<file path="config.mk">
export PLATFORM = sky130hd
export DESIGN_NAME = digit_serial_adder_flat
export DESIGN_NICKNAME = d
export VERILOG_FILES = /design/src/rtl/digit_serial_adder_pkg.sv /design/src/rtl/digit_serial_adder_if.sv /design/src/rtl/digit_serial_adder_slice.sv /design/src/rtl/digit_serial_adder.sv /design/src/flat_wrapper.sv
export SDC_FILE = /design/constraint.sdc
export NUM_CORES = 1
export LEC_CHECK = 0
export ABC_AREA = 1
export CAP_MARGIN = 30
export CELL_PAD_IN_SITES_DETAIL_PLACEMENT = 0
export CELL_PAD_IN_SITES_GLOBAL_PLACEMENT = 2
export CORE_UTILIZATION = 28
export DETAILED_ROUTE_END_ITERATION = 10
export GPL_TIMING_DRIVEN = 0
export PLACE_DENSITY = 0.72
export REMOVE_ABC_BUFFERS = 1
export SLEW_MARGIN = 20
export SYNTH_ARGS = -nofsm -noshare
export SYNTH_HDL_FRONTEND = slang
export SYNTH_SLANG_ARGS = --single-unit
</file>
<file path="constraint.sdc">
create_clock -name clk -period 1.71 [get_ports clk]
set_clock_uncertainty 0.1 [all_clocks]
set_input_delay 0.342 -clock clk [delete_from_list [all_inputs] [get_ports clk]]
set_output_delay 0.342 -clock clk [all_outputs]
set_load 0.02 [all_outputs]
</file>
<file path="src/rtl/digit_serial_adder_pkg.sv">
`default_nettype none
// ============================================================================
//  Module      : dsa_pkg
//  Description : Shared operation codes and state encoding for the
//                digit-serial adder/subtractor/accumulator.
//  Revision    : 1.0 - initial release
// ============================================================================
package dsa_pkg;

    // Operation select codes
    localparam logic [1:0] OP_ADD  = 2'b00;   // a + b
    localparam logic [1:0] OP_SUB  = 2'b01;   // a - b
    localparam logic [1:0] OP_ADDC = 2'b10;   // a + b + cin
    localparam logic [1:0] OP_ACC  = 2'b11;   // acc + b

    // Control state encoding
    typedef enum logic [1:0] {
        IDLE = 2'd0,
        RUN  = 2'd1,
        DONE = 2'd2
    } state_t;

endpackage : dsa_pkg
`default_nettype wire

</file>
<file path="src/rtl/digit_serial_adder_if.sv">
`default_nettype none
// ============================================================================
//  Module      : digit_serial_adder_if
//  Description : Operand request and result handshake bundle of the
//                digit-serial adder. The adder sits on the slave side.
//  Revision    : 1.0 - initial release
// ============================================================================
interface digit_serial_adder_if #(
    parameter int WIDTH = 8
) ();

    // Request channel
    logic             in_valid;
    logic             in_ready;
    logic [WIDTH-1:0] a;
    logic [WIDTH-1:0] b;
    logic [1:0]       op;
    logic             cin;

    // Result channel
    logic             out_valid;
    logic             out_ready;
    logic [WIDTH-1:0] sum;
    logic             cout;
    logic             ovf;

    // Status
    logic             busy;

    // Requester / result consumer side
    modport master (
        output in_valid, a, b, op, cin, out_ready,
        input  in_ready, out_valid, sum, cout, ovf, busy
    );

    // Adder side
    modport slave (
        input  in_valid, a, b, op, cin, out_ready,
        output in_ready, out_valid, sum, cout, ovf, busy
    );

endinterface : digit_serial_adder_if
`default_nettype wire

</file>
<file path="src/rtl/digit_serial_adder_slice.sv">
`default_nettype none
// ============================================================================
//  Module      : adder_slice
//  Description : DIGIT-bit combinational ripple-carry adder; the only
//                arithmetic resource of the digit-serial adder.
//  Revision    : 1.0 - initial release
// ============================================================================
module adder_slice #(
    parameter int DIGIT = 2
) (
    input  wire logic [DIGIT-1:0] x,
    input  wire logic [DIGIT-1:0] y,
    input  wire logic             ci,
    output logic      [DIGIT-1:0] s,
    output logic                  co
);

    logic ripple;

    // Bit-by-bit ripple: sum bit and carry propagate from bit 0 upward
    always_comb begin
        ripple = ci;
        s      = '0;
        for (int i = 0; i < DIGIT; i++) begin
            s[i]   = x[i] ^ y[i] ^ ripple;
            ripple = (x[i] & y[i]) | (ripple & (x[i] ^ y[i]));
        end
        co = ripple;
    end

endmodule : adder_slice
`default_nettype wire

</file>
<file path="src/rtl/digit_serial_adder.sv">
`default_nettype none
// ============================================================================
//  Module      : digit_serial_adder
//  Description : Multi-cycle WIDTH-bit add / subtract / add-with-carry /
//                accumulate unit. Operands are consumed DIGIT bits per clock,
//                least-significant digit first, through one shared slice.
//                WIDTH must be a multiple of DIGIT.
//  Revision    : 1.0 - initial release
// ============================================================================
module digit_serial_adder
    import dsa_pkg::*;
#(
    parameter int WIDTH = 8,
    parameter int DIGIT = 2
) (
    input  wire logic          clk,
    input  wire logic          rst_n,
    digit_serial_adder_if.slave bus
);

    localparam int NDIG  = WIDTH / DIGIT;
    localparam int CNT_W = (NDIG > 1) ? $clog2(NDIG) : 1;
    localparam logic [CNT_W-1:0] LAST_CNT = CNT_W'(NDIG - 1);

    // ------------------------------------------------------------------
    // State
    // ------------------------------------------------------------------
    state_t           state_q;
    logic [WIDTH-1:0] opa_q;        // remaining digits of operand A
    logic [WIDTH-1:0] opb_q;        // remaining digits of (possibly inverted) B
    logic             carry_q;      // carry between digits
    logic             a_msb_q;      // sign of operand A, kept for overflow
    logic             b_msb_q;      // sign of operand B, kept for overflow
    logic [CNT_W-1:0] cnt_q;
    logic [WIDTH-1:0] sum_q;
    logic [WIDTH-1:0] acc_q;
    logic             cout_q;
    logic             ovf_q;
    logic             in_ready_q;
    logic             out_valid_q;
    logic             busy_q;

    // ------------------------------------------------------------------
    // Operand capture values
    // ------------------------------------------------------------------
    logic [WIDTH-1:0] opa_d;
    logic [WIDTH-1:0] opb_d;
    logic             carry_d;

    // Select operands and initial carry from the requested operation
    always_comb begin
        opa_d   = (bus.op == OP_ACC) ? acc_q : bus.a;
        opb_d   = (bus.op == OP_SUB) ? ~bus.b : bus.b;
        carry_d = (bus.op == OP_SUB)  ? 1'b1 :
                  (bus.op == OP_ADDC) ? bus.cin : 1'b0;
    end

    // ------------------------------------------------------------------
    // Shared digit adder
    // ------------------------------------------------------------------
    logic [DIGIT-1:0] slice_s;
    logic             slice_co;

    adder_slice #(
        .DIGIT (DIGIT)
    ) u_slice (
        .x  (opa_q[DIGIT-1:0]),
        .y  (opb_q[DIGIT-1:0]),
        .ci (carry_q),
        .s  (slice_s),
        .co (slice_co)
    );

    // ------------------------------------------------------------------
    // Digit shifting: operands move down, results enter from the top so
    // that after NDIG steps the result sits fully aligned in sum_q.
    // ------------------------------------------------------------------
    logic [WIDTH-1:0] sum_shift_d;
    logic [WIDTH-1:0] opa_shift_d;
    logic [WIDTH-1:0] opb_shift_d;

    generate
        if (DIGIT == WIDTH) begin : g_single_digit
            assign sum_shift_d = slice_s;
            assign opa_shift_d = '0;
            assign opb_shift_d = '0;
        end else begin : g_multi_digit
            assign sum_shift_d = {slice_s, sum_q[WIDTH-1:DIGIT]};
            assign opa_shift_d = {{DIGIT{1'b0}}, opa_q[WIDTH-1:DIGIT]};
            assign opb_shift_d = {{DIGIT{1'b0}}, opb_q[WIDTH-1:DIGIT]};
        end
    endgenerate

    logic last_digit;
    logic ovf_d;

    assign last_digit = (cnt_q == LAST_CNT);
    // Same-sign operands producing a differently-signed result
    assign ovf_d      = (a_msb_q == b_msb_q) && (slice_s[DIGIT-1] != a_msb_q);

    // Control FSM with registered handshake outputs and datapath update
    always_ff @(posedge clk or negedge rst_n) begin
        if (!rst_n) begin
            state_q     <= IDLE;
            opa_q       <= '0;
            opb_q       <= '0;
            carry_q     <= 1'b0;
            a_msb_q     <= 1'b0;
            b_msb_q     <= 1'b0;
            cnt_q       <= '0;
            sum_q       <= '0;
            acc_q       <= '0;
            cout_q      <= 1'b0;
            ovf_q       <= 1'b0;
            in_ready_q  <= 1'b1;
            out_valid_q <= 1'b0;
            busy_q      <= 1'b0;
        end else begin
            case (state_q)
                IDLE: begin
                    // in_ready is high throughout IDLE, so in_valid alone
                    // completes the handshake here
                    if (bus.in_valid) begin
                        opa_q      <= opa_d;
                        opb_q      <= opb_d;
                        a_msb_q    <= opa_d[WIDTH-1];
                        b_msb_q    <= opb_d[WIDTH-1];
                        carry_q    <= carry_d;
                        cnt_q      <= '0;
                        state_q    <= RUN;
                        in_ready_q <= 1'b0;
                        busy_q     <= 1'b1;
                    end
                end
                RUN: begin
                    opa_q   <= opa_shift_d;
                    opb_q   <= opb_shift_d;
                    carry_q <= slice_co;
                    sum_q   <= sum_shift_d;
                    cnt_q   <= cnt_q + CNT_W'(1);
                    if (last_digit) begin
                        state_q     <= DONE;
                        out_valid_q <= 1'b1;
                        cout_q      <= slice_co;
                        ovf_q       <= ovf_d;
                        acc_q       <= sum_shift_d;
                    end
                end
                DONE: begin
                    if (bus.out_ready) begin
                        state_q     <= IDLE;
                        out_valid_q <= 1'b0;
                        busy_q      <= 1'b0;
                        in_ready_q  <= 1'b1;
                    end
                end
                default: begin
                    state_q     <= IDLE;
                    out_valid_q <= 1'b0;
                    busy_q      <= 1'b0;
                    in_ready_q  <= 1'b1;
                end
            endcase
        end
    end

    assign bus.in_ready  = in_ready_q;
    assign bus.out_valid = out_valid_q;
    assign bus.sum       = sum_q;
    assign bus.cout      = cout_q;
    assign bus.ovf       = ovf_q;
    assign bus.busy      = busy_q;

endmodule : digit_serial_adder
`default_nettype wire

</file>
<file path="src/flat_wrapper.sv">
// flat-port wrapper written by rule: the top's interface ports become plain ports
module digit_serial_adder_flat import dsa_pkg::*;
#(
    parameter int WIDTH = 8,
    parameter int DIGIT = 2
)
  (clk, rst_n, bus_in_valid, bus_a, bus_b, bus_op, bus_cin, bus_out_ready, bus_in_ready, bus_out_valid, bus_sum, bus_cout, bus_ovf, bus_busy);
  digit_serial_adder_if #(.WIDTH(WIDTH)) bus_i ();
  input  wire logic clk;
  input  wire logic rst_n;
  input wire logic [$bits(bus_i.in_valid)-1:0] bus_in_valid;
  input wire logic [$bits(bus_i.a)-1:0] bus_a;
  input wire logic [$bits(bus_i.b)-1:0] bus_b;
  input wire logic [$bits(bus_i.op)-1:0] bus_op;
  input wire logic [$bits(bus_i.cin)-1:0] bus_cin;
  input wire logic [$bits(bus_i.out_ready)-1:0] bus_out_ready;
  output wire logic [$bits(bus_i.in_ready)-1:0] bus_in_ready;
  output wire logic [$bits(bus_i.out_valid)-1:0] bus_out_valid;
  output wire logic [$bits(bus_i.sum)-1:0] bus_sum;
  output wire logic [$bits(bus_i.cout)-1:0] bus_cout;
  output wire logic [$bits(bus_i.ovf)-1:0] bus_ovf;
  output wire logic [$bits(bus_i.busy)-1:0] bus_busy;
  assign bus_i.in_valid = bus_in_valid;
  assign bus_i.a = bus_a;
  assign bus_i.b = bus_b;
  assign bus_i.op = bus_op;
  assign bus_i.cin = bus_cin;
  assign bus_i.out_ready = bus_out_ready;
  assign bus_in_ready = bus_i.in_ready;
  assign bus_out_valid = bus_i.out_valid;
  assign bus_sum = bus_i.sum;
  assign bus_cout = bus_i.cout;
  assign bus_ovf = bus_i.ovf;
  assign bus_busy = bus_i.busy;
  digit_serial_adder #(.WIDTH(WIDTH), .DIGIT(DIGIT)) u_core (.clk(clk), .rst_n(rst_n), .bus(bus_i));
endmodule
</file>
# ---- After elaboration in Yosys (flattened, before gate mapping)
# Index checks and enable logic that the tools add are counted.
dict set report totals {
  regBits 44
  elab_cells 72
}
dict set report classes {
  n_addsub 1
  reduce_logical 9
  n_mux 24
  eq_ne 11
  bitwise 13
}
# cell n
set ops {}
lappend ops {{$mux W8} 4}
lappend ops {{$pmux W8 S2} 2}
lappend ops {{$pmux W1 S3} 3}
lappend ops {{$reduce_and A3 Y1} 3}
lappend ops {{$eq A2 B2 Y1 const B} 4}
lappend ops {{$mux W1} 8}
lappend ops {{$mux W2} 4}
lappend ops {{$not A8 Y8} 1}
lappend ops {{$pmux W2 S3} 1}
lappend ops {{$reduce_and A2 Y1} 3}
lappend ops {{$and A1 B1 Y1} 4}
lappend ops {{$eq A2 B1 Y1 const B} 2}
lappend ops {{$ne A2 B2 Y1 const B} 2}
lappend ops {{$pmux W2 S2} 1}
lappend ops {{$xor A1 B1 Y1} 4}
lappend ops {{$add A2 B1 Y2 const B} 1}
lappend ops {{$logic_not A2 Y1} 1}
lappend ops {{$ne A2 B1 Y1 const B} 1}
lappend ops {{$not A1 Y1} 2}
lappend ops {{$or A1 B1 Y1} 2}
lappend ops {{$pmux W1 S2} 1}
lappend ops {{$reduce_bool A2 Y1} 1}
lappend ops {{$eq A1 B1 Y1} 1}
lappend ops {{$logic_and A1 B1 Y1} 1}
lappend ops {{$ne A1 B1 Y1} 1}

# ---- Longest topological paths before layout
# Gate-level depths: netlist of run 1.
dict set report depth {
  word_depth 6
  depth_mapped 7
  depth_no_buf 7
}

# ---- Cells and area by module
# Synthesis of run 1 repeated with hierarchy kept, for this count alone.
dict set report unflattened {
  hier_cells 268
  area_unflattened_um2 2152.1
}
# module cells_per_inst seq_area_each_um2 area_per_inst_um2 instances
set by_module_without_submodules {}
lappend by_module_without_submodules {digit_serial_adder 258 1102.3 2082.0 1}
lappend by_module_without_submodules {adder_slice 10 0.0 70.1 1}

# ---- Worst setup path before layout of run 1
# Ideal clock, no wire load.
dict set report synth_path {
  path_kind {reg2reg}
  from {register u_core.carry_q}
  to {register u_core.ovf_q, in the netlist u_core.bus.ovf}
  path_buffers 0
  stages_incl_launch_ff 7
  period_less_slack_ps 1743
  setup_time_ps 117
  slack_ps -33
  required_time_ps 1493
  arrival_time_ps 1525
  path_cell_list {dfrtp_1 > inv_1 > fa_1 > fa_1 > o21bai_1 > nand3_1 > nand2_1}
}
dict set report synth_between {
  elab_chain_cells 5
}
# item line
set synth_lines {}
lappend synth_lines {{start: declaration} digit_serial_adder.sv:31} ;# logic carry_q;
lappend synth_lines {{start signal: assignment} digit_serial_adder.sv:128} ;# carry_q <= carry_d;
lappend synth_lines {{start signal: assignment} digit_serial_adder.sv:138} ;# carry_q <= slice_co;
lappend synth_lines {{$and A1 B1 Y1} digit_serial_adder_slice.sv:26} ;# ripple = (x[i] & y[i]) | (ripple & (x[i] ^ y[i]));
lappend synth_lines {{$or A1 B1 Y1} digit_serial_adder_slice.sv:26}
lappend synth_lines {{$xor A1 B1 Y1} digit_serial_adder_slice.sv:25} ;# s[i] = x[i] ^ y[i] ^ ripple;
lappend synth_lines {{$ne A1 B1 Y1} digit_serial_adder.sv:99} ;# assign ovf_d = (a_msb_q == b_msb_q) && (slice_s[DIGIT-1] != a_msb_q);
lappend synth_lines {{$logic_and A1 B1 Y1} digit_serial_adder.sv:99}
lappend synth_lines {{end signal: assignment} digit_serial_adder.sv:145} ;# ovf_q <= ovf_d;
lappend synth_lines {{end: declaration} digit_serial_adder.sv:38} ;# logic ovf_q;
# No other way between the ends.
# A chain may end at the register's enable or synchronous reset.

# ---- Worst setup path after layout of run 1
# Ends and elaborated chain as after synthesis.

==> flow_metrics.env, run 1 <==
export IMPL_numCtsBuffers=5
export IMPL_cts_max_level=2
export IMPL_min_delay_path_class="reg -> reg"
export IMPL_timing_final_crit_period_ns=1.794
export IMPL_finish_instance_area_um2=2750
export IMPL_layout_cell_share_with_drive_strength_beyond_1=0.1299
export IMPL_synth_sequential_area_ratio=0.5131
export IMPL_arrival_ns=1.94
export IMPL_root_buffer="clkbuf_8"
export IMPL_layout_core_utilization=0.3751
export IMPL_chipWidth_um=89.60
export IMPL_postSynthRegisterBits=44
export IMPL_sw_frac_of_total=0.4017
export IMPL_worstPathRequired_ns=1.86
export IMPL_grt_antenna_before_repair=0
export IMPL_grt_start_max_net_pins=29
export IMPL_grt_ovfl_total=0
export IMPL_placement_cell_area_um2=2570
export IMPL_power_report_internal_total_uw=2668
export IMPL_cts_sink_count=44
export IMPL_fillerInstances=795
export IMPL_detailedRoute_firstIterationViolations=92
export IMPL_worstPathMaxFanout=4
export IMPL_netlist_instances=264
export IMPL_timing_critical_path_to_type="flip-flop"
export IMPL_grt_usage=0.1346
export IMPL_num_io_pins=36
export IMPL_initial_core_util=0.2931
export IMPL_vias_in_the_first_global_route=1632
export IMPL_part_of_the_power_in_the_clock_network=0.181
export IMPL_cts_tree="built"
export IMPL_power_share_sequential=0.390
export IMPL_fp_dieArea_um2=8027
export IMPL_num_vias=1730
export IMPL_clkSlewWorstSetupHoldPaths_ns=0.09
export IMPL_die_h_um=89.60
export IMPL_tightestPinTransition_ns=0.8076
export IMPL_finalSetupViolCount=2
export IMPL_power_spent_charging_and_discharging_nets_uw=1792
export IMPL_placement_io_buffers=35
export IMPL_netlist_cell_type_count=22
export IMPL_numnets_final=333
export IMPL_drt_pre_antenna_iters=4
export IMPL_timing_final_crit_share=1.049
export IMPL_syn_area_um2=2148
export IMPL_core_area_um2=7331
export IMPL_globalplace_congestion=0.6486
export IMPL_routed_via_density=4.251
export IMPL_wl_mm=4.731
export IMPL_violations="negative setup slack"
export IMPL_clk_latency_ns=0.30
export IMPL_detailed_place_hpwl_mm=3.260
export IMPL_ys_warnings_count=0
export IMPL_grt_first_pass_wirelength_mm=7.921
export IMPL_static_leakage_power_uw=0.001412
export IMPL_max_cap_viols=0
export IMPL_cts_root_to_sink_buffers=2
export IMPL_peakVddDrop_mv=0.5409
export IMPL_syn_mean_instance_area_um2=8.138
export IMPL_core_rowCount=31
export IMPL_antenna_violating_nets_remaining=0
export IMPL_report_final_slew_viol_count=0
export IMPL_drt_drc_violations_left=0
export IMPL_power_per_cell_area_nw_per_um2=1622
export IMPL_path_class="reg -> reg"
export IMPL_layout_setup_ws_ns=-0.08435
export IMPL_area_delta_synth_final_pct=28.01
export IMPL_grt_setup_unrepaired="true"
export IMPL_achievable_frequency_mhz=557.3
export IMPL_start_kind="flip-flop"
export IMPL_drt_wirelength_per_cell_um=11.62
export IMPL_timing_slew_headroom=0.4615
export IMPL_n_antenna_cell=0
export IMPL_combinationalPowerShare=0.428
export IMPL_ff2ff_setup_slack_ns=-0.08
export IMPL_finalHoldViolations=0
export IMPL_outcome="finished, violations left"
## state kept, by name, indices dropped and copies added (netlist names)
signal and flops:
u_core.bus.out_valid 1, u_core.state_q 2, u_core.opb_q 8, u_core.bus.sum 8, u_core.carry_q 1, u_core.bus.in_ready 1
u_core.acc_q 8, u_core.cnt_q 2, u_core.bus.cout 1, u_core.opa_q 8, u_core.bus.ovf 1, u_core.b_msb_q 1
u_core.bus.busy 1, u_core.a_msb_q 1
## worst max-delay path, cell delays in order (launching register included)
cell and delay, ns:
dfrtp_1 0.37, inv_2 0.05, fa_2 0.38, fa_2 0.59, nand2_1 0.06, nand2_1 0.05, nand3_1 0.08, nand2_1 0.06
## repair_timing
item	CTS	global route
endpoints found under the setup margin	31	17
gates cloned	0	0
buffers inserted	4	3
pin swaps	2	1
hold endpoints to repair	15	0
resized for setup	19	2
hold buffers	1	0
## cell usage after synthesis
master    number  share of area
nand2_1      106           0.19
dfrtp_1       43           0.50
inv_1         34          0.059
nand3_1       26          0.061
o21ai_0       12          0.028
o21ai_2       10          0.041
nor2_1         8          0.014
a21oi_1        6          0.014
buf_6          4          0.021
buf_2          2         0.0047
fa_1           2          0.019
buf_4          1         0.0035
clkbuf_2       1         0.0023
dfstp_2        1          0.012
ha_1           1         0.0058
inv_2          1         0.0017
nand2_2        1         0.0029
nand2_4        1         0.0052
nor2_4         1         0.0052
nor3_4         1         0.0076
o21bai_1       1         0.0035
or2_2          1         0.0029
## area by class of cell
cell class / count / area, um2 / area share
Timing Repair Buffer: 44 / 421.7 / 0.1533
Inverter: 35 / 131.4 / 0.04777
Multi-Input combinational cell: 177 / 859.6 / 0.3126
Sequential cell: 44 / 1102 / 0.4008
Clock inverter: 3 / 42.54 / 0.01547
Tap cell: 99 / 123.9 / 0.04504
Clock buffer: 5 / 68.82 / 0.02502
## cells in the final DEF, fill, tap and decap left out
cell	netlist	layout
nor3_4	1	1
fa_2	0	2
o21ai_2	10	10
nand3_1	26	25
nand3_2	0	1
clkinv_2	0	1
clkinvlp_4	0	1
bufinv_16	0	1
dlygate4sd2_1	0	15
buf_2	2	1
ha_1	1	1
buf_12	0	2
inv_2	1	3
nand2_4	1	1
clkbuf_8	0	5
or2_2	1	1
nand2_1	106	106
dfstp_2	1	1
o21ai_0	12	12
dlygate4sd3_1	0	1
inv_1	34	32
o21bai_1	1	1
nor2_4	1	1
nor2_2	0	1
nand2_2	1	1
a21oi_1	6	6
buf_4	1	6
nor2_1	8	7
dfrtp_1	43	43
clkdlybuf4s50_1	0	19
## layer usage
metal / global-route usage / up-vias / wire, um
li1: - / 902 / -
met1: 0.1766 / 793 / 2285
met5: 0 / - / 0
met3: 0.02925 / 7 / 156
met4: 0.06494 / 0 / 94
met2: 0.2107 / 28 / 2194
## power groups by stage
stage / Clock, uW / Sequential (uW) / Combinational (uW)
floorplan: 0 / 1890 / 1050
global placement: 0 / 1760 / 1870
detailed placement: 0 / 1770 / 1890
CTS: 848 / 1750 / 1880
global route: 905 / 1800 / 2170
finish: 809 / 1740 / 1910
## metrics by stage
| step | setup WS, ns | hold WS [ns] | setup TNS [ns] | instances | total power (uW) |
|---|---|---|---|---|---|
| 5_1_grt | -0.1406 | 0.4049 | -0.7042 | 407 | 4881 |
| 3_3_place_gp | -1.121 | 0.3502 | -57.44 | 390 | 3629 |
| 6_report | -0.08435 | 0.3661 | -0.1534 | 407 | 4459 |
| 4_1_cts | -0.1046 | 0.3715 | -0.1109 | 404 | 4481 |
| 2_1_floorplan | -0.03276 | -0.05359 | -0.04435 | 256 | 2942 |
| 3_5_place_dp | -0.5297 | 0.1991 | -8.951 | 391 | 3657 |
## logic make-up after synthesis
kind of cell	Yosys count	share of synthesized area
AOI/OAI and AO/OA	29	0.08620
adders and majority gates	3	0.02446
buffers and inverters	43	0.09260
DFF	44	0.5131
and+or+nand+nor	145	0.2836
## path summary, 6_finish.rpt
path	depth (start not counted)	endpoint	start
min in group asynchronous	2	u_core.bus.sum[4]	rst_n
setup / recovery	7	u_core.bus.ovf	u_core.carry_q
hold / removal	2	u_core.bus.in_ready	u_core.bus.in_ready
setup reg to reg	7	u_core.bus.ovf	u_core.carry_q
hold reg to reg	2	u_core.bus.in_ready	u_core.bus.in_ready
max in group asynchronous	3	u_core.opb_q[5]	rst_n
(Power assumes the default switching activity.)
==> inputs of run 2 (changes only) <==
Settings changed: ABC_AREA 1 to unset, CORE_UTILIZATION 28 to 33, PLACE_DENSITY 0.72 to 0.75.
Clock period 1.71 ns to 1.9 ns, I/O delays scaled along.
==> run 2 against run 1 <==
  * The flow now finishes without violations
  * Count of clock-buffer cells in the layout rose by 1
  * First-iteration DRC count fell by 43%
  * Area after synthesis fell by 7.5%
  * Final cell count fell by 28%
  * Routed wire length fell by 10%
  * Non-clock buffer count fell by 4
  * Largest power group unchanged
==> flow_metrics.env, run 2 <==
export IMPL_numnets_final=245
export IMPL_power_report_internal_total_uw=2535
export IMPL_tightestPinTransition_ns=0.7940
export IMPL_timing_final_crit_share=0.9914
export IMPL_fp_dieArea_um2=6335
export IMPL_wl_mm=4.258
export IMPL_final_seq_area_um2=1102
export IMPL_most_common_layout_cells="43 x dfrtp_1, 33 x nand2_1, 33 x clkdlybuf4s50_1"
export IMPL_grt_start_max_net_pins=28
export IMPL_ys_async_sr_fraction=1.000
export IMPL_detailed_place_hpwl_mm=2.981
export IMPL_yosys_mux_area_fraction=0.07431
export IMPL_syn_mean_instance_area_um2=10.86
export IMPL_chipWidth_um=79.60
export IMPL_worstPathMaxFanout=3
export IMPL_start_kind="flip-flop"
export IMPL_critical_path_reg2reg_startpoint="u_core.opa_q[0]"
export IMPL_worstPathRequired_ns=2.01
export IMPL_n_antenna_cell=0
export IMPL_power_share_sequential=0.399
export IMPL_num_io_pins=36
export IMPL_synth_top_area_share=0.5416
export IMPL_timing_critical_path_to_type="flip-flop"
export IMPL_biggest_area_consumer_among_synthesized_cells="dfrtp_1"
export IMPL_fillerInstances=522
export IMPL_grt_ovfl_total=0
export IMPL_cells_traversed_along_the_worst_timing_path="inv_1, fa_2, fa_2, and3_1, nor2_1, o21ai_1"
export IMPL_layout_commonest_cell="dfrtp_1"
export IMPL_cts_root_to_sink_buffers=2
export IMPL_path_class="reg -> reg"
export IMPL_drt_drc_violations_left=0
export IMPL_netlist_cell_type_count=29
export IMPL_part_of_the_power_in_the_clock_network=0.186
export IMPL_critPathMaxStageDelay_ns=0.57
export IMPL_area_delta_synth_final_pct=27.52
export IMPL_drt_pre_antenna_iters=4
export IMPL_syn_area_um2=1987
export IMPL_layout_cell_share_with_drive_strength_beyond_1=0.1364
export IMPL_report_power_total_uw=4058
export IMPL_combinationalPowerShare=0.416
export IMPL_detailedRoute_firstIterationViolations=52
export IMPL_max_cap_viols=0
export IMPL_drt_wirelength_per_cell_um=14.58
export IMPL_ys_flop_type="dfrtp_1"
export IMPL_cts_sink_count=44
export IMPL_grt_antenna_before_repair=0
export IMPL_ys_warnings_count=0
export IMPL_reg_to_reg_end="u_core.bus.ovf"
export IMPL_clk_latency_ns=0.29
export IMPL_finalSetupViolCount=0
export IMPL_antenna_violating_nets_remaining=0
export IMPL_synth_top_family_by_area="compound AO/OA/AOI/OAI gates"
export IMPL_peakVddDrop_mv=0.5665
export IMPL_root_buffer="clkbuf_8"
export IMPL_ff2ff_setup_slack_ns=0.02
export IMPL_cell_with_the_most_instances_after_synthesis="dfrtp_1"
export IMPL_power_spent_charging_and_discharging_nets_uw=1523
export IMPL_core_rowCount=27
export IMPL_grt_first_pass_wirelength_mm=7.320
export IMPL_timing_final_crit_period_ns=1.884
export IMPL_cts_max_level=2
export IMPL_synth_simple_area_share=0.1184
export IMPL_core_area_um2=5642
export IMPL_placement_io_buffers=35
export IMPL_fin_worst_hold_slack_ns=0.3902
export IMPL_initial_core_util=0.3522
export IMPL_clkSlewWorstSetupHoldPaths_ns=0.09
export IMPL_yosys_area_share_xor_xnor=0.03526
export IMPL_setup_worst_path_start="u_core.opa_q[0]"
export IMPL_min_delay_path_class="reg -> reg"
export IMPL_finalHoldViolations=0
export IMPL_grt_setup_unrepaired="true"
export IMPL_critical_path_slowest_cell="fa_2"
export IMPL_netlist_instances=183
export IMPL_power_per_cell_area_nw_per_um2=1602
export IMPL_cts_tree="built"
export IMPL_synth_edff_count=0
export IMPL_outcome="complete, no violations"
export IMPL_synth_sequential_area_ratio=0.5548
export IMPL_achievable_frequency_mhz=530.9
export IMPL_timing_slew_headroom=0.4695
export IMPL_critPathMostFrequentCell="fa_2"
export IMPL_grt_usage=0.1545
export IMPL_netlist_top_cells_count="43 x dfrtp_1, 33 x nand2_1, 13 x o21ai_1"
export IMPL_postSynthRegisterBits=44
export IMPL_multiInputGateArea_um2=797.0
export IMPL_sw_frac_of_total=0.3752
export IMPL_globalplace_congestion=0.6869
export IMPL_synthTopCellsByArea="dfrtp_1 54%, nand2_1 6.2%, a22oi_1 4.5%"
export IMPL_r2r_cells=6
export IMPL_cp_endpoint="u_core.bus.ovf"
export IMPL_static_leakage_power_uw=0.001143
export IMPL_report_final_slew_viol_count=0
export IMPL_routed_via_density=4.873
export IMPL_synth_compound_area_share=0.1404
export IMPL_numCtsBuffers=5
export IMPL_vias_in_the_first_global_route=1510
export IMPL_die_h_um=79.60
export IMPL_post_synth_fa_ha_maj_area_fraction=0.02645
export IMPL_num_vias=1423
export IMPL_arrival_ns=2.00
[run 2: changes by cell type in the layout (fill, tap and decap cells not counted), moves of 8 or more]
| cell | delta |
|---|---|
| nand3_1 | -20 |
| nand2_1 | -73 |
| a22oi_1 | +12 |
| inv_1 | -26 |
| dlygate4sd2_1 | -14 |
| clkdlybuf4s50_1 | +14 |
| xnor2_1 | +8 |
| mux2i_1 | +8 |
| o21ai_1 | +14 |
[run 2: routing by layer]
| layer | GRT usage | wire length [um] | share of wire | vias up |
|---|---|---|---|---|
| met5 | 0 | 0 | 0 | - |
| met4 | 0.04909 | 19 | 0.0045 | 0 |
| met3 | 0.04229 | 149 | 0.035 | 2 |
| met2 | 0.2470 | 2123 | 0.50 | 30 |
| met1 | 0.2017 | 1965 | 0.46 | 694 |
| li1 | - | - | - | 697 |
[run 2: cell families after synthesis]
group                    Yosys count
AO/OA/AOI/OAI                     45
XOR/XNOR                           8
adder cells (fa/ha/maj)            3
buffers and inverters             17
flip-flops                        44
multiplexers                      14
AND/OR/NAND/NOR                   52
[run 2: worst min-delay path by stage]
stage                                 start                   end  slack, ns  depth (start not counted)
after floorplan                       rst_n        u_core.a_msb_q      -0.02                          0
after global placement    u_core.bus.sum[1]     u_core.bus.sum[1]       0.36                          2
after detailed placement              rst_n  u_core.bus.out_valid       0.25                          1
after CTS                   u_core.cnt_q[0]       u_core.cnt_q[0]       0.39                          1
after global routing        u_core.cnt_q[0]       u_core.cnt_q[0]       0.40                          1
final                       u_core.acc_q[7]       u_core.acc_q[7]       0.39                          2
[run 2: through the flow]
stage / area, um2 / utilization / TNS, ns / instances / setup slack (ns)
6_report: 2534 / 0.4491 / 0 / 292 / 0.01640
5_1_grt: 2534 / 0.4491 / -0.1368 / 292 / -0.07004
4_1_cts: 2534 / 0.4491 / -0.001481 / 292 / -0.001481
3_5_place_dp: 2386 / 0.4229 / -6.524 / 282 / -0.4461
3_3_place_gp: 2350 / 0.4165 / -42.42 / 279 / -0.8004
2_1_floorplan: 1909 / - / 0 / 172 / 0.08562
[run 2: final cells by class]
type / count / area share
Inverter: 6 / 0.008889
Clock inverter: 2 / 0.01531
Timing Repair Buffer: 40 / 0.1580
Multi-Input combinational cell: 122 / 0.3146
Clock buffer: 6 / 0.03259
Sequential cell: 44 / 0.4351
Tap cell: 72 / 0.03556
[run 2: power groups by stage]
stage / combinational, uW / clock [uW] / sequential [uW]
6_report: 1690 / 755 / 1620
5_1_grt: 1900 / 826 / 1680
4_1_cts: 1710 / 780 / 1620
3_5_place_dp: 1650 / 0 / 1630
3_3_place_gp: 1550 / 0 / 1600
2_1_floorplan: 887 / 0 / 1700
[run 2: what timing repair did]
item / in CTS / in global routing
endpoints found under the setup margin: 11 / 4
hold buffers: 1 / 0
gates resized for setup: 7 / 0
endpoints found under the hold margin: 16 / 0
setup buffers: 1 / 0
pin swaps: 1 / 1
[run 2: worst max-delay path: cells and delay by family, from the launching register on]
| family | cells | cell delay, ns |
|---|---|---|
| adders and majority gates | 2 | 0.91 |
| DFF | 1 | 0.39 |
| AOI/OAI and AO/OA | 1 | 0.11 |
| and+or+nand+nor | 2 | 0.22 |
| buffers and inverters | 1 | 0.07 |
==> inputs of run 3 (changes only) <==
Settings changed: CELL_PAD_IN_SITES_DETAIL_PLACEMENT 0 to unset, CELL_PAD_IN_SITES_GLOBAL_PLACEMENT 2 to unset, CORE_UTILIZATION 33 to 51.
==> run 3 against run 2 <==
  * Cell area increased by 0.64%
  * First-iteration DRC count increased by 77%
  * Maximum frequency increased by 0.65%
  * Final cell count decreased by 7.9%
  * Power increased by 4.9%
  * Combinational power about the same
  * Largest power group unchanged
  * Via count increased by 1.4%
  * Critical path depth unchanged
==> flow_metrics.env, run 3 (synthesis results as in run 2) <==
export IMPL_grt_start_max_net_pins=31
export IMPL_worstPathMaxFanout=3
export IMPL_fillerInstances=284
export IMPL_grt_ovfl_total=0
export IMPL_power_spent_charging_and_discharging_nets_uw=1493
export IMPL_sw_frac_of_total=0.3506
export IMPL_clkSlewWorstSetupHoldPaths_ns=0.08
export IMPL_wl_mm=3.841
export IMPL_detailedRoute_firstIterationViolations=92
export IMPL_clk_latency_ns=0.29
export IMPL_power_per_cell_area_nw_per_um2=1670
export IMPL_timing_critical_path_to_type="flip-flop"
export IMPL_cts_max_level=2
export IMPL_arrival_ns=1.98
export IMPL_final_cells=269
export IMPL_report_final_slew_viol_count=0
export IMPL_timing_final_crit_period_ns=1.871
export IMPL_ff2ff_setup_slack_ns=0.03
export IMPL_min_delay_path_class="reg -> reg"
export IMPL_timing_slew_headroom=0.5258
export IMPL_timing_final_crit_share=0.9849
export IMPL_drt_wirelength_per_cell_um=14.28
export IMPL_power_report_internal_total_uw=2765
export IMPL_core_area_um2=3689
export IMPL_placed_cells_incl_taps=257
export IMPL_peakVddDrop_mv=0.7752
export IMPL_start_kind="flip-flop"
export IMPL_chipWidth_um=64.42
export IMPL_layout_setup_ws_ns=0.02863
export IMPL_layout_commonest_cell="dfrtp_1"
export IMPL_numnets_final=246
export IMPL_cts_root_to_sink_buffers=2
export IMPL_root_buffer="clkbuf_8"
export IMPL_part_of_the_power_in_the_clock_network=0.226
export IMPL_numCtsBuffers=5
export IMPL_routed_via_density=5.364
export IMPL_finalSetupViolCount=0
export IMPL_globalplace_congestion=0.7338
export IMPL_power_share_sequential=0.381
export IMPL_static_leakage_power_uw=0.001168
export IMPL_cts_tree="built"
export IMPL_most_common_layout_cells="43 x dfrtp_1, 33 x nand2_1, 33 x clkdlybuf4s50_1"
export IMPL_worstPathRequired_ns=2.01
export IMPL_pre_cts_ws_ns=-0.3860
export IMPL_drt_pre_antenna_iters=4
export IMPL_n_antenna_cell=0
export IMPL_combinationalPowerShare=0.393
export IMPL_layout_cell_share_with_drive_strength_beyond_1=0.1493
export IMPL_outcome="complete, no violations"
export IMPL_detailed_place_hpwl_mm=2.650
export IMPL_finalHoldViolations=0
export IMPL_grt_antenna_before_repair=0
export IMPL_grt_usage=0.2092
export IMPL_path_class="reg -> reg"
export IMPL_grt_first_pass_wirelength_mm=6.513
export IMPL_fin_worst_hold_slack_ns=0.3844
export IMPL_grt_setup_unrepaired="true"
export IMPL_placement_io_buffers=35
export IMPL_num_vias=1443
export IMPL_initial_core_util=0.5387
export IMPL_die_h_um=64.42
export IMPL_achievable_frequency_mhz=534.4
export IMPL_vias_in_the_first_global_route=1458
export IMPL_cts_sink_count=44
export IMPL_drt_drc_violations_left=0
export IMPL_max_cap_viols=0
export IMPL_fp_dieArea_um2=4149
export IMPL_tightestPinTransition_ns=0.7112
export IMPL_area_delta_synth_final_pct=28.34
export IMPL_antenna_violating_nets_remaining=0
export IMPL_core_rowCount=22
export IMPL_num_io_pins=36
[run 3: cell types whose count changed in the layout (fill, tap and decap cells not counted), moves of 2 or more]
cell,before,now
buf_4,2,4
bufinv_16,1,3
inv_1,6,4
inv_2,0,2
[run 3: area by class of cell]
type,instances,area (um2),share of cell area
inverters,6,22.52,0.008832
well taps,48,60.06,0.02355
flip-flops and latches,44,1102,0.4323
clock inverters,3,90.09,0.03533
multi-input cells,122,802.0,0.3145
clock buffers,5,68.82,0.02699
repair buffers,41,404.1,0.1585
[run 3: repair_timing]
action,4_1_cts,5_1_grt
buffers inserted,2,1
hold buffers,1,0
endpoints found under the setup margin,6,3
gates cloned,0,0
hold endpoints to repair,14,0
pin swaps,1,1
resized for setup,6,4
[run 3: worst max-delay path, cell delays in order (launching register included)]
cell and delay (ns):
dfrtp_1 0.38, inv_2 0.05, fa_2 0.35, fa_2 0.56, and3_1 0.17, nor2_1 0.05
o21ai_1 0.13
[run 3: worst paths after layout]
check | start | to | depth (start not counted)
max | u_core.opb_q[0] | u_core.bus.ovf | 6
min | u_core.bus.sum[0] | u_core.bus.sum[0] | 2
max reg2reg | u_core.opb_q[0] | u_core.bus.ovf | 6
min reg2reg | u_core.bus.sum[0] | u_core.bus.sum[0] | 2
max in group asynchronous | rst_n | u_core.bus.in_ready | 3
min in group asynchronous | rst_n | u_core.opb_q[6] | 2
[run 3: power by group through the flow]
stage	logic, uW	clock network, uW	registers [uW]
floorplan	887	0	1700
global placement	1510	0	1600
detailed placement	1590	0	1630
CTS	1670	977	1610
global route	1880	1020	1680
finish	1670	963	1620
[run 3: metal layers]
metal  GRT usage  vias to the layer above  share of wire
met3     0.05810                        7          0.043
met5           0                        -              0
met2      0.3724                       35           0.51
met1      0.2568                      702           0.44
li1            -                      699              -
met4     0.03333                        0          0.010
[run 3: through the flow]
stage               cell area, um2   TNS, ns  power [uW]  utilization
floorplan                     1909         0        2585            -
global placement              2320    -36.48        3111       0.6289
detailed placement            2345    -5.480        3218       0.6357
CTS                           2535         0        4258       0.6872
global route                  2550  -0.02067        4574       0.6913
finish                        2550         0        4258       0.6913
